$ cat config.mk
export PLATFORM = sky130hd
export DESIGN_NAME = alu_share_arbiter
export DESIGN_NICKNAME = d
export VERILOG_FILES = /design/src/rtl/alu_pkg.sv /design/src/rtl/rr_arbiter.sv /design/src/rtl/alu_share_arbiter.sv
export SDC_FILE = /design/constraint.sdc
export NUM_CORES = 1
export LEC_CHECK = 0
export CAP_MARGIN = 20
export CORE_AREA = 2 2 169 171
export DETAILED_ROUTE_END_ITERATION = 12
export DIE_AREA = 0 0 171 173
export PLACE_DENSITY = 0.68
export SLEW_MARGIN = 20
export SYNTH_ARGS = -nofsm -noshare
export SYNTH_HDL_FRONTEND = slang
export SYNTH_SLANG_ARGS = --single-unit
$ cat constraint.sdc
create_clock -name clk -period 3.58 [get_ports clk]
set_input_delay 0.716 -clock clk [delete_from_list [all_inputs] [get_ports clk]]
set_output_delay 0.716 -clock clk [all_outputs]
set_load 0.05 [all_outputs]
$ cat src/rtl/alu_pkg.sv
// Shared ALU definitions: control codes, data widths and arbiter FSM states.
// ctrl_legal backs the optional ALU_ARB_OPCHECK_EN illegal-opcode flag.
package alu_pkg;

  localparam int ALU_CTRL_W = 4;
  localparam int ALU_DATA_W = 32;

  localparam logic [ALU_CTRL_W-1:0] ALU_AND   = 4'b0000;
  localparam logic [ALU_CTRL_W-1:0] ALU_OR    = 4'b0001;
  localparam logic [ALU_CTRL_W-1:0] ALU_ADD   = 4'b0010;
  localparam logic [ALU_CTRL_W-1:0] ALU_XOR   = 4'b0011;
  localparam logic [ALU_CTRL_W-1:0] ALU_SUB   = 4'b0110;
  localparam logic [ALU_CTRL_W-1:0] ALU_SLT   = 4'b0111;
  localparam logic [ALU_CTRL_W-1:0] ALU_ADDB  = 4'b1000;
  localparam logic [ALU_CTRL_W-1:0] ALU_ADDBS = 4'b1001;

  typedef enum logic [1:0] {
    ST_IDLE,
    ST_EXEC,
    ST_RESP
  } arb_state_t;

  function automatic logic ctrl_legal(
    input logic [ALU_CTRL_W-1:0] c
  );
    return c inside {ALU_AND, ALU_OR, ALU_ADD,
                     ALU_XOR, ALU_SUB, ALU_SLT,
                     ALU_ADDB, ALU_ADDBS};
  endfunction

endpackage

$ cat src/rtl/rr_arbiter.sv
// Combinational round-robin pick: first set req bit
// strictly after 'last', wrapping modulo NUM_REQ.
module rr_arbiter #(
  parameter int NUM_REQ = 4,
  parameter int IDX_W   = $clog2(NUM_REQ)
) (
  input  logic [NUM_REQ-1:0] req,
  input  logic [IDX_W-1:0]   last,
  output logic [NUM_REQ-1:0] grant,
  output logic [IDX_W-1:0]   idx,
  output logic               any
);

  int j;

  // Walk from the farthest offset down so the nearest one wins.
  always_comb begin
    grant = '0;
    idx   = '0;
    any   = 1'b0;
    j     = 0;
    for (int k = NUM_REQ; k >= 1; k--) begin
      j = int'(last) + k;
      if (j >= NUM_REQ) j = j - NUM_REQ;
      if (req[j]) begin
        grant    = '0;
        grant[j] = 1'b1;
        idx      = IDX_W'(j);
        any      = 1'b1;
      end
    end
  end

endmodule

$ cat src/rtl/alu_share_arbiter.sv
// Shares one external 32-bit ALU among NUM_REQ requesters, one op in flight.
// Define ALU_ARB_OPCHECK_EN to flag illegal ctrl codes on rsp_err.
module alu_share_arbiter
  import alu_pkg::*;
#(
  parameter int NUM_REQ = 4,
  parameter int TAG_W   = 4,
  localparam int ID_W   = $clog2(NUM_REQ)
) (
  input  logic                          clk,
  input  logic                          rst_n,
  input  logic [NUM_REQ-1:0]            req_valid,
  output logic [NUM_REQ-1:0]            req_ready,
  input  logic [ALU_DATA_W*NUM_REQ-1:0] req_srcA,
  input  logic [ALU_DATA_W*NUM_REQ-1:0] req_srcB,
  input  logic [ALU_CTRL_W*NUM_REQ-1:0] req_ctrl,
  input  logic [TAG_W*NUM_REQ-1:0]      req_tag,
  output logic [ALU_DATA_W-1:0]         alu_srcA,
  output logic [ALU_DATA_W-1:0]         alu_srcB,
  output logic [ALU_CTRL_W-1:0]         alu_ctrl,
  input  logic [ALU_DATA_W-1:0]         alu_result,
  input  logic                          alu_zero,
  output logic                          rsp_valid,
  input  logic                          rsp_ready,
  output logic [ID_W-1:0]               rsp_id,
  output logic [TAG_W-1:0]              rsp_tag,
  output logic [ALU_DATA_W-1:0]         rsp_result,
  output logic                          rsp_zero,
  output logic                          rsp_err
);

  arb_state_t             state;
  logic [ID_W-1:0]        last_grant;
  logic [ID_W-1:0]        gidx;
  logic [ID_W-1:0]        op_id;
  logic [TAG_W-1:0]       op_tag;
  logic [NUM_REQ-1:0]     grant;
  logic                   gany;
  logic                   accept_ok;
  logic                   take;
  logic [ALU_CTRL_W-1:0]  sel_ctrl;

  rr_arbiter #(
    .NUM_REQ (NUM_REQ),
    .IDX_W   (ID_W)
  ) u_rr (
    .req   (req_valid),
    .last  (last_grant),
    .grant (grant),
    .idx   (gidx),
    .any   (gany)
  );

  // A new op is taken in IDLE, or in RESP as the response drains.
  assign accept_ok = rst_n &&
                     (state == ST_IDLE ||
                      (state == ST_RESP && rsp_ready));
  assign req_ready = accept_ok ? grant : '0;
  assign take      = accept_ok && gany;
  assign sel_ctrl  = req_ctrl[ALU_CTRL_W*gidx +: ALU_CTRL_W];

  always_ff @(posedge clk or negedge rst_n) begin
    if (!rst_n) begin
      alu_srcA   <= '0;
      alu_srcB   <= '0;
      alu_ctrl   <= '0;
      op_id      <= '0;
      op_tag     <= '0;
      last_grant <= ID_W'(NUM_REQ - 1);
    end else if (take) begin
      alu_srcA   <= req_srcA[ALU_DATA_W*gidx +: ALU_DATA_W];
      alu_srcB   <= req_srcB[ALU_DATA_W*gidx +: ALU_DATA_W];
      alu_ctrl   <= sel_ctrl;
      op_id      <= gidx;
      op_tag     <= req_tag[TAG_W*gidx +: TAG_W];
      last_grant <= gidx;
    end
  end

  always_ff @(posedge clk or negedge rst_n) begin
    if (!rst_n) begin
      state      <= ST_IDLE;
      rsp_valid  <= 1'b0;
      rsp_id     <= '0;
      rsp_tag    <= '0;
      rsp_result <= '0;
      rsp_zero   <= 1'b0;
    end else begin
      unique case (state)
        ST_IDLE: begin
          if (take) state <= ST_EXEC;
        end
        ST_EXEC: begin
          rsp_valid  <= 1'b1;
          rsp_id     <= op_id;
          rsp_tag    <= op_tag;
          rsp_result <= alu_result;
          rsp_zero   <= alu_zero;
          state      <= ST_RESP;
        end
        ST_RESP: begin
          if (rsp_ready) begin
            rsp_valid <= 1'b0;
            state     <= take ? ST_EXEC : ST_IDLE;
          end
        end
        default: state <= ST_IDLE;
      endcase
    end
  end

`ifdef ALU_ARB_OPCHECK_EN
  logic op_err;

  always_ff @(posedge clk or negedge rst_n) begin
    if (!rst_n) begin
      op_err  <= 1'b0;
      rsp_err <= 1'b0;
    end else begin
      if (take) op_err <= !ctrl_legal(sel_ctrl);
      if (state == ST_EXEC) rsp_err <= op_err;
    end
  end
`else
  assign rsp_err = 1'b0;
`endif

endmodule

# After elaboration in Yosys (flattened, before gate mapping)
# Cells that the tools add are included.
# totals
elab_cells,95
register_bits,118
# classes
order_cmp,12
addsub,8
n_mux,43
eq_ne,4
shifts,4
n_reduce_logical,12
# ops
operator,n
variable part select 128 x 8 -> 32 bit,2
>= comparator 32 x 1 -> 1 bit (second input constant),4
>= comparator 32 x 4 -> 1 bit (second input constant),4
less-than comparator 32 x 4 -> 1 bit (second input constant),4
2-to-1 mux 32 bit,4
subtractor 32 x 4 -> 32 bit (second input constant),4
variable part select 16 x 5 -> 4 bit,2
2-to-1 mux 4 bit,5
2-to-1 mux 1 bit,18
2-to-1 mux 2 bit,6
binary-select mux 1 bit (select 2 bit),4
demux 1 bit (select 2 bit),4
logical AND 1 bit,7
adder 2 x 2 -> 3 bit (second input constant),2
case mux 2 bit (3 select lines),1
adder 2 x 3 -> 4 bit (second input constant),1
inequality test 2 bit (second input constant),2
AND reduction 2 bit,2
adder 2 x 1 -> 3 bit (second input constant),1
== test 2 x 1 -> 1 bit (second input constant),1
== test 2 bit (second input constant),1
logical NOT 2 bit,1
case mux 1 bit (2 select lines),1
nonzero test 2 bit,1
logical OR 1 bit,1

# Depth between registers and ports, before layout
# Gate-level depths: netlist of the first run.
# logic_depth
ltp_word,14
mapped_depth,13

# Cells and area by module
# Synthesis of the first run repeated with hierarchy kept, for this count alone.
# hier_totals
cells_unflattened,439
area_unflattened_um2,6806.5
# by_module_without_submodules
mod,seq_area_each_um2,instances,cells_each,area_per_inst_um2
alu_share_arbiter,2955.3,1,348,6153.4
rr_arbiter,0.0,1,91,653.1

# Least setup slack after synthesis of the first run
# No wires, ideal clock.
# synth_timing
kind,register to output
from,register last_grant[0]
to,output req_ready[2]
path_buffers,3
t_required_ns,2.864
path_slack_ns,-0.557
t_arrival_ns,3.421
stages_incl_launch_ff,11
cell_sequence,dfstp_2 -> buf_6 -> clkbuf_1 -> inv_1 -> ha_1 -> clkbuf_1 -> mux4_2 -> nor2b_4 -> a221oi_1 -> a211o_1 -> a21oi_1
# synth_between
elab_chain_len,12
# synth_rtl
item,line,rtl
start: declaration,alu_share_arbiter.sv:33,logic [ID_W-1:0] last_grant;
start signal: assignment,alu_share_arbiter.sv:69,last_grant <= ID_W'(NUM_REQ - 1);
start signal: assignment,alu_share_arbiter.sv:76,last_grant <= gidx;
adder 2 x 3 -> 4 bit,rr_arbiter.sv:23,j = int'(last) + k;
subtractor 32 x 4 -> 32 bit / >= comparator 32 x 4 -> 1 bit (equally long branches),rr_arbiter.sv:24,if (j >= NUM_REQ) j = j - NUM_REQ;
2-to-1 mux 32 bit,rr_arbiter.sv:24,
>= comparator 32 x 1 -> 1 bit (implied by the code) / less-than comparator 32 x 4 -> 1 bit (equally long branches),rr_arbiter.sv:27,grant[j] = 1'b1;
logical AND 1 bit (implied by the code),rr_arbiter.sv:27,
2-to-1 mux 1 bit (implied by the code),rr_arbiter.sv:27,
demux 1 bit (select 2 bit),-,
2-to-1 mux 4 bit (3 in a row),rr_arbiter.sv:25,if (req[j]) begin
2-to-1 mux 4 bit (*),rr_arbiter.sv:25,
2-to-1 mux 4 bit (*),alu_share_arbiter.sv:58,assign req_ready = accept_ok ? grant : '0;
end: declaration,alu_share_arbiter.sv:13,"output logic [NUM_REQ-1:0] req_ready,"
# Mark *: on every way between the ends. The rest lies on a longest branch, timed or not. The select of a mux whose other input is x is not followed.

# Worst setup path in the final report of the first run
# Same ends and word-level chain as after synthesis.

==> impl_results.md, run 1 <==
- Status: complete, no violations
- Sequential Power Share: 17.9%
- Sequential-to-total area share from yosys stat: 42.53%
- DP Wirelength: 22030 µm
- Inserted Clock Buffers: 17
- Clock net sink count: 118
- Num rows: 61
- Synth Area in Simple Gates: 12.08%
- Reg2Reg Depth: 11
- Cell taking the most area after synthesis: dfrtp_1
- Area delta synth->final: 80.75%
- Grt peak-use layer: met2
- Wire per inst: 19.74 µm
- Die width: 171 µm
- Via/cell ratio: 4.833
- Slew margin rel.: 50.54%
- Compound-gate portion of the synthesized area: 19.12%
- Hold Fails Final Rpt: 0
- Final setup TNS: 0 ns
- Sequence of cells on the critical path: inv_2 > ha_1 > mux4_2 > nor2b_4 > a221oi_1 > a211o_1 > a21oi_4 > buf_12
- CP Launch Point: last_grant[0]
- Tmin final: 3.450 ns
- Grt met2 use: 33.80%
- CTS Hold Bufs: 0
- Initial antenna violation count: 2
- Largest family of logic cells by synthesized area: compound AO/OA/AOI/OAI gates
- Comb pwr share: 67.5%
- Post-Syn Nets: 1000
- Top-count cell post-synth: a211oi_1
- CTS H-tree depth: 4
- Detailed Route Iter0 Violations: 321
- Fill cells: 2651
- Cells after Synth: 665
- Maximum vdd drop: 1.197 mV
- Root Driver: clkbuf_16
- Max-cap violations: 0
- Synth top area share: 41.77%
- Pin count of the biggest net entering global routing: 73
- Total placed instance area: 0.01184 mm²
- WL final: 29400 µm
- Share of layout cells above drive strength 1: 12.17%
- Net Switching: 0.006469 W
- Routed Antenna Nets: 0
- WP depth: 8
- M3 GR Usage: 6.180%
- Met1 usage: 21.77%
- Nets: 1431
- First-pass GRT wire length: 43190 µm
- Delay of the slowest cell on the worst path: 0.57 ns
- Post-Syn Area: 0.006949 mm²
- Worst EP required: 2.86 ns
- YS warnings: 0
- Clk buf depth: 2
- # DRC: 0
- Top cell family by delay on the critical path: compound AO/OA/AOI/OAI gates
- Internal power: 0.006654 W
- Synth Area in XOR/XNOR: 0.1260%
- Top-Level Pins: 441
- Buffers and inverters on the worst path: 2
- Post-synth top cells: a211oi_1 (143), dfrtp_1 (116), nor2_1 (78), mux2i_1 (75), and3_1 (71)
- Critical R2R Launch: last_grant[0]
- Critical path type: register to primary output
- Yosys cell types: 43
- Fin crit share: 96.37%
- Prevailing post-synth register cell: dfrtp_1
- Worst EP arrival: 2.73 ns
- Clock latency on the worst-skew pair: 0.42 ns
- Area share of fa/ha/maj cells after synthesis: 1.260%
- Grt total ovfl: 0
- Gr usage total: 19.21%
- Reg clk slew, reported paths: 0.07 ns
- CP Capture Type: primary output
- R2r setup slk: 0.43 ns
- Worst R2R End: alu_srcB[8]
- Total number of vias: 7197
- CTS tree: done
- Crit-path slowest cell: dfstp_2
- #FFs+latches synth: 118
- Clock share of power: 14.6%
- Die Y: 173 µm
- Worst-margin pin slew: 0.7418 ns
- PwrDens: 1045 mW/mm²
- Clock skew: 0.01069 ns
- Area contributors post-synth: dfrtp_1 (42%), a211oi_1 (15%), mux2i_1 (11%)
- Worst hold path class: input pin to async pin
- Post-synth EDFFs: 0
- RSZ-0062 raised after global routing: no
- Critical-path maximum fanout: 6
- Multiplexer area fraction after synthesis: 18.47%
- Port bufs: 439
- Initial Util: 25.15%
- Sw frac: 49.30%
- Design area: 0.01256 mm²
- Mapped Avg Cell Area: 10.45 µm²
- Post-layout util: 45.46%
- Achievable Freq: 289.9 MHz
- Final setup fails: 0
- Max Slew Vio Count: 0
- Async S/R FF share, synth: 100.0%
- CP Launch Type: register
- Initial DRT Pass Iterations: 4
- Final RePlAce weighted congestion: 0.8489
- CORE AREA: 0.02763 mm²
- P_leak: 5.163 nW
- Die ar.: 0.02958 mm²
- Vias in the first global route: 7300
-- through the flow --
| step | cells | power (W) | worst slack [ns] | hold slack [ns] |
|---|---|---|---|---|
| 3_3_place_gp | 1447 | 0.01110 | 0.1456 | 0.4625 |
| 5_1_grt | 1489 | 0.01382 | 0.02818 | 0.1254 |
| 4_1_cts | 1482 | 0.01321 | 0.01771 | 0.1234 |
| 6_report | 1489 | 0.01312 | 0.1301 | 0.1392 |
| 2_1_floorplan | 665 | 0.008443 | 0.08474 | 0.4204 |
| 3_5_place_dp | 1447 | 0.01119 | 0.09556 | 0.4663 |
-- cell families after synthesis --
kind of cell | count (synthesis)
mux | 119
compound gates | 177
flops | 118
xor+xnor | 1
fa+ha+maj | 7
buf+inv | 75
other cells | 1
simple gates | 167
-- metal layers --
layer	wire [µm]	share of wire [%]
met1	11100	38
met2	14990	51
met3	2741	9.3
met4	571	1.9
met5	0	0
-- repair_timing --
action	CTS	global route
gates cloned	0	0
resized for setup	0	1
endpoints found under the hold margin	0	0
setup endpoints to repair	4	4
setup buffers	3	4
-- cell type report --
type	instances	area [µm²]	share of cell area [%]
timing repair buffer	476	4817	38.35
multi-input combinational	472	3632	28.92
tap	378	473.0	3.765
inverter	11	41.29	0.3287
clock buffer	17	425.4	3.387
sequential	118	2955	23.53
antenna	2	5.005	0.03984
clock inverter	15	211.5	1.683
-- worst max path at each step --
| stage | to | slack (ns) |
|---|---|---|
| after floorplan | req_ready[2] | 0.08 |
| after global placement | req_ready[2] | 0.15 |
| after detailed placement | req_ready[2] | 0.1 |
| after CTS | req_ready[2] | 0.02 |
| after global routing | req_ready[2] | 0.03 |
| final | req_ready[2] | 0.13 |
-- power groups by stage --
stage	registers [W]	clock network (W)	logic (W)
2_1_floorplan	0.00436	0	0.00409
3_3_place_gp	0.00235	0	0.00874
3_5_place_dp	0.00238	0	0.00881
4_1_cts	0.00235	0.00198	0.00887
5_1_grt	0.00243	0.00204	0.00935
6_report	0.00235	0.00192	0.00885
-- worst register-to-register path, cell delays in order (launching register included) --
cell	delay [ns]
dfstp_2	0.57
inv_2	0.09
ha_1	0.33
mux4_2	0.38
nor2b_4	0.20
buf_4	0.13
buf_4	0.11
o22ai_4	0.08
buf_4	0.28
and3_1	0.27
a211oi_1	0.44
a211oi_1	0.11
-- placed cells by master, fill, tap and decap left out, drive strengths merged, types with 3 or more instances in the layout --
cell type	count
inv	19
nand2	9
nor2	78
a211o	4
dfrtp	116
mux4	3
ha	7
a211oi	144
clkdlybuf4s50	434
and3	71
a21oi	8
o21ai	5
nor2b	3
mux2i	75
clkbuf	17
buf	42
mux2	41
a221oi	6
bufinv	4
-- flip-flops by register name, indices dropped and copies added, names as in the netlist --
register and count:
alu_ctrl 4, op_tag 4, op_id 2, alu_srcA 32, state 2, rsp_valid 1
rsp_result 32, alu_srcB 32, rsp_tag 4, last_grant 2, rsp_id 2, rsp_zero 1
(Power assumes the default switching activity.)
==> run 2, diff against run 1 <==
clock period = 2.9 ns   (was 3.58 ns; I/O delays follow)
==> run 2 against run 1 <==
The run now ends with negative setup slack left. Largest cell class unchanged. Routed wire length up 9.4%. Die area unchanged. Highest routed layer unchanged. First-iteration DRC count is 32% higher. Count of clock-buffer cells in the layout increased by 4.
==> impl_results.md, run 2 (synthesis gave the netlist of run 1 again) <==
- Total number of vias: 7463
- Routed Antenna Nets: 0
- Worst-margin pin slew: 0.8568 ns
- Vias in the first global route: 7576
- CP Launch Type: register
- Clk buf depth: 2
- Num rows: 61
- Total placed instance area: 0.01212 mm²
- CORE AREA: 0.02763 mm²
- Die ar.: 0.02958 mm²
- Delay of the slowest cell on the worst path: 0.69 ns
- Share of layout cells above drive strength 1: 21.42%
- Area delta synth->final: 94.09%
- Grt total ovfl: 0
- Die width: 171 µm
- Reg clk slew, reported paths: 0.07 ns
- Hold Fails Final Rpt: 0
- Hold slack final: 0.03194 ns
- Worst hold path class: input pin to async pin
- Max-cap violations: 0
- Gr usage total: 19.77%
- Fill cells: 2567
- Pwr Total: 0.01899 W
- Fin worst setup slack: -0.3578 ns
- Root Driver: clkbuf_16
- Critical-path maximum fanout: 6
- Largest regs: alu_srcA: 32 flops, alu_srcB: 32 flops, rsp_result: 32 flops
- PwrDens: 1408 mW/mm²
- R2r setup slk: -0.16 ns
- Final setup fails: 72
- Worst EP arrival: 2.68 ns
- Area of the multi-input gates: 0.004040 mm²
- Port bufs: 439
- Top-Level Pins: 441
- Clock latency on the worst-skew pair: 0.41 ns
- CP Capture Type: primary output
- Clock skew: 0.01330 ns
- FF/Latch Area: 0.002959 mm²
- Most frequent cells in the layout: clkdlybuf4s50_1 (434), dfrtp_1 (116), a211oi_1 (98)
- Crit-path slowest cell: dfstp_4
- Fin crit share: 112.3%
- Wire per inst: 20.93 µm
- CTS H-tree depth: 4
- Nets: 1480
- Sequence of cells on the critical path: inv_8 > ha_4 > mux4_2 > nor2b_4 > a221oi_2 > a211o_1 > a21oi_4 > buf_12
- RSZ-0062 raised after global routing: yes
- Via/cell ratio: 4.856
- Reg2Reg Depth: 10
- Critical R2R Launch: last_grant[0]
- Initial antenna violation count: 1
- Achievable Freq: 307.0 MHz
- CTS Hold Bufs: 0
- Failing checks: negative setup slack
- Status: complete, but fails checks
- Slew margin rel.: 42.88%
- Worst R2R End: alu_srcB[0]
- DP Worst Slack: -0.2359 ns
- Tmin final: 3.258 ns
- Clock net sink count: 118
- Most common cell after layout, fill and taps aside: clkdlybuf4s50_1
- Detailed Route Iter0 Violations: 423
- Worst EP required: 2.32 ns
- WL final: 32170 µm
- Placed insts: 1480
- Critical path type: register to primary output
- Pin count of the biggest net entering global routing: 77
- DP Wirelength: 22540 µm
- Design area: 0.01349 mm²
- # DRC: 0
- Die Y: 173 µm
- Final RePlAce weighted congestion: 0.8704
- P_leak: 5.475 nW
- Initial DRT Pass Iterations: 7
- Max Slew Vio Count: 0
- Layout Cells excl Fill: 1537
- Initial Util: 25.15%
- CTS tree: done
- First-pass GRT wire length: 44450 µm
- Maximum vdd drop: 0.7061 mV
- Inserted Clock Buffers: 17
-- run 2: per-stage QoR --
stage,utilization [%],TNS (ns)
6_report,48.82,-5.114
5_1_grt,48.82,-11.98
4_1_cts,46.19,-1.309
3_5_place_dp,43.88,-7.014
3_3_place_gp,43.88,-3.920
2_1_floorplan,-,-0.9929
-- run 2: worst max-delay path, delay by kind of cell, from the launching register on --
kind / cells / cell delay (ns)
compound gates: 3 / 0.57
buf+inv: 2 / 0.19
simple gates: 1 / 0.22
flops: 1 / 0.69
mux: 1 / 0.34
fa+ha+maj: 1 / 0.26
-- run 2: metal layers --
metal | track usage, % | wire length (µm) | share of wire [%]
met1 | 23.69 | 12450 | 39
met2 | 33.90 | 16220 | 50
met3 | 5.402 | 2723 | 8.5
met4 | 6.744 | 776 | 2.4
met5 | 0 | 0 | 0
-- run 2: where the power goes --
group / internal, W / switching [W]
Sequential: 0.00246 / 0.000487
Combinational: 0.00616 / 0.00775
Clock: 0.00131 / 0.000827
Total: 0.00993 / 0.00907
-- run 2: final cells by class --
type	count	share of cell area [%]
diodes	1	0.01855
well taps	378	3.507
multi-input cells	472	29.95
clock buffers	21	3.414
inverters	11	0.3618
clock inverters	11	0.9184
flip-flops and latches	118	21.94
repair buffers	525	39.89
-- run 2: how the worst max path moves through the flow --
stage,startpoint,to,cells past startpoint
2_1_floorplan,last_grant[0],req_ready[0],10
3_3_place_gp,req_valid[0],req_ready[0],7
3_5_place_dp,req_valid[0],req_ready[0],7
4_1_cts,last_grant[0],req_ready[1],8
5_1_grt,last_grant[0],req_ready[3],8
6_report,last_grant[0],req_ready[3],8
-- run 2: timing repair --
item | in CTS | in global routing
pin swaps | 4 | 13
setup endpoints to repair | 5 | 58
setup buffers | 4 | 13
resized for setup | 5 | 91
hold endpoints to repair | 0 | 0
gates cloned | 0 | 7
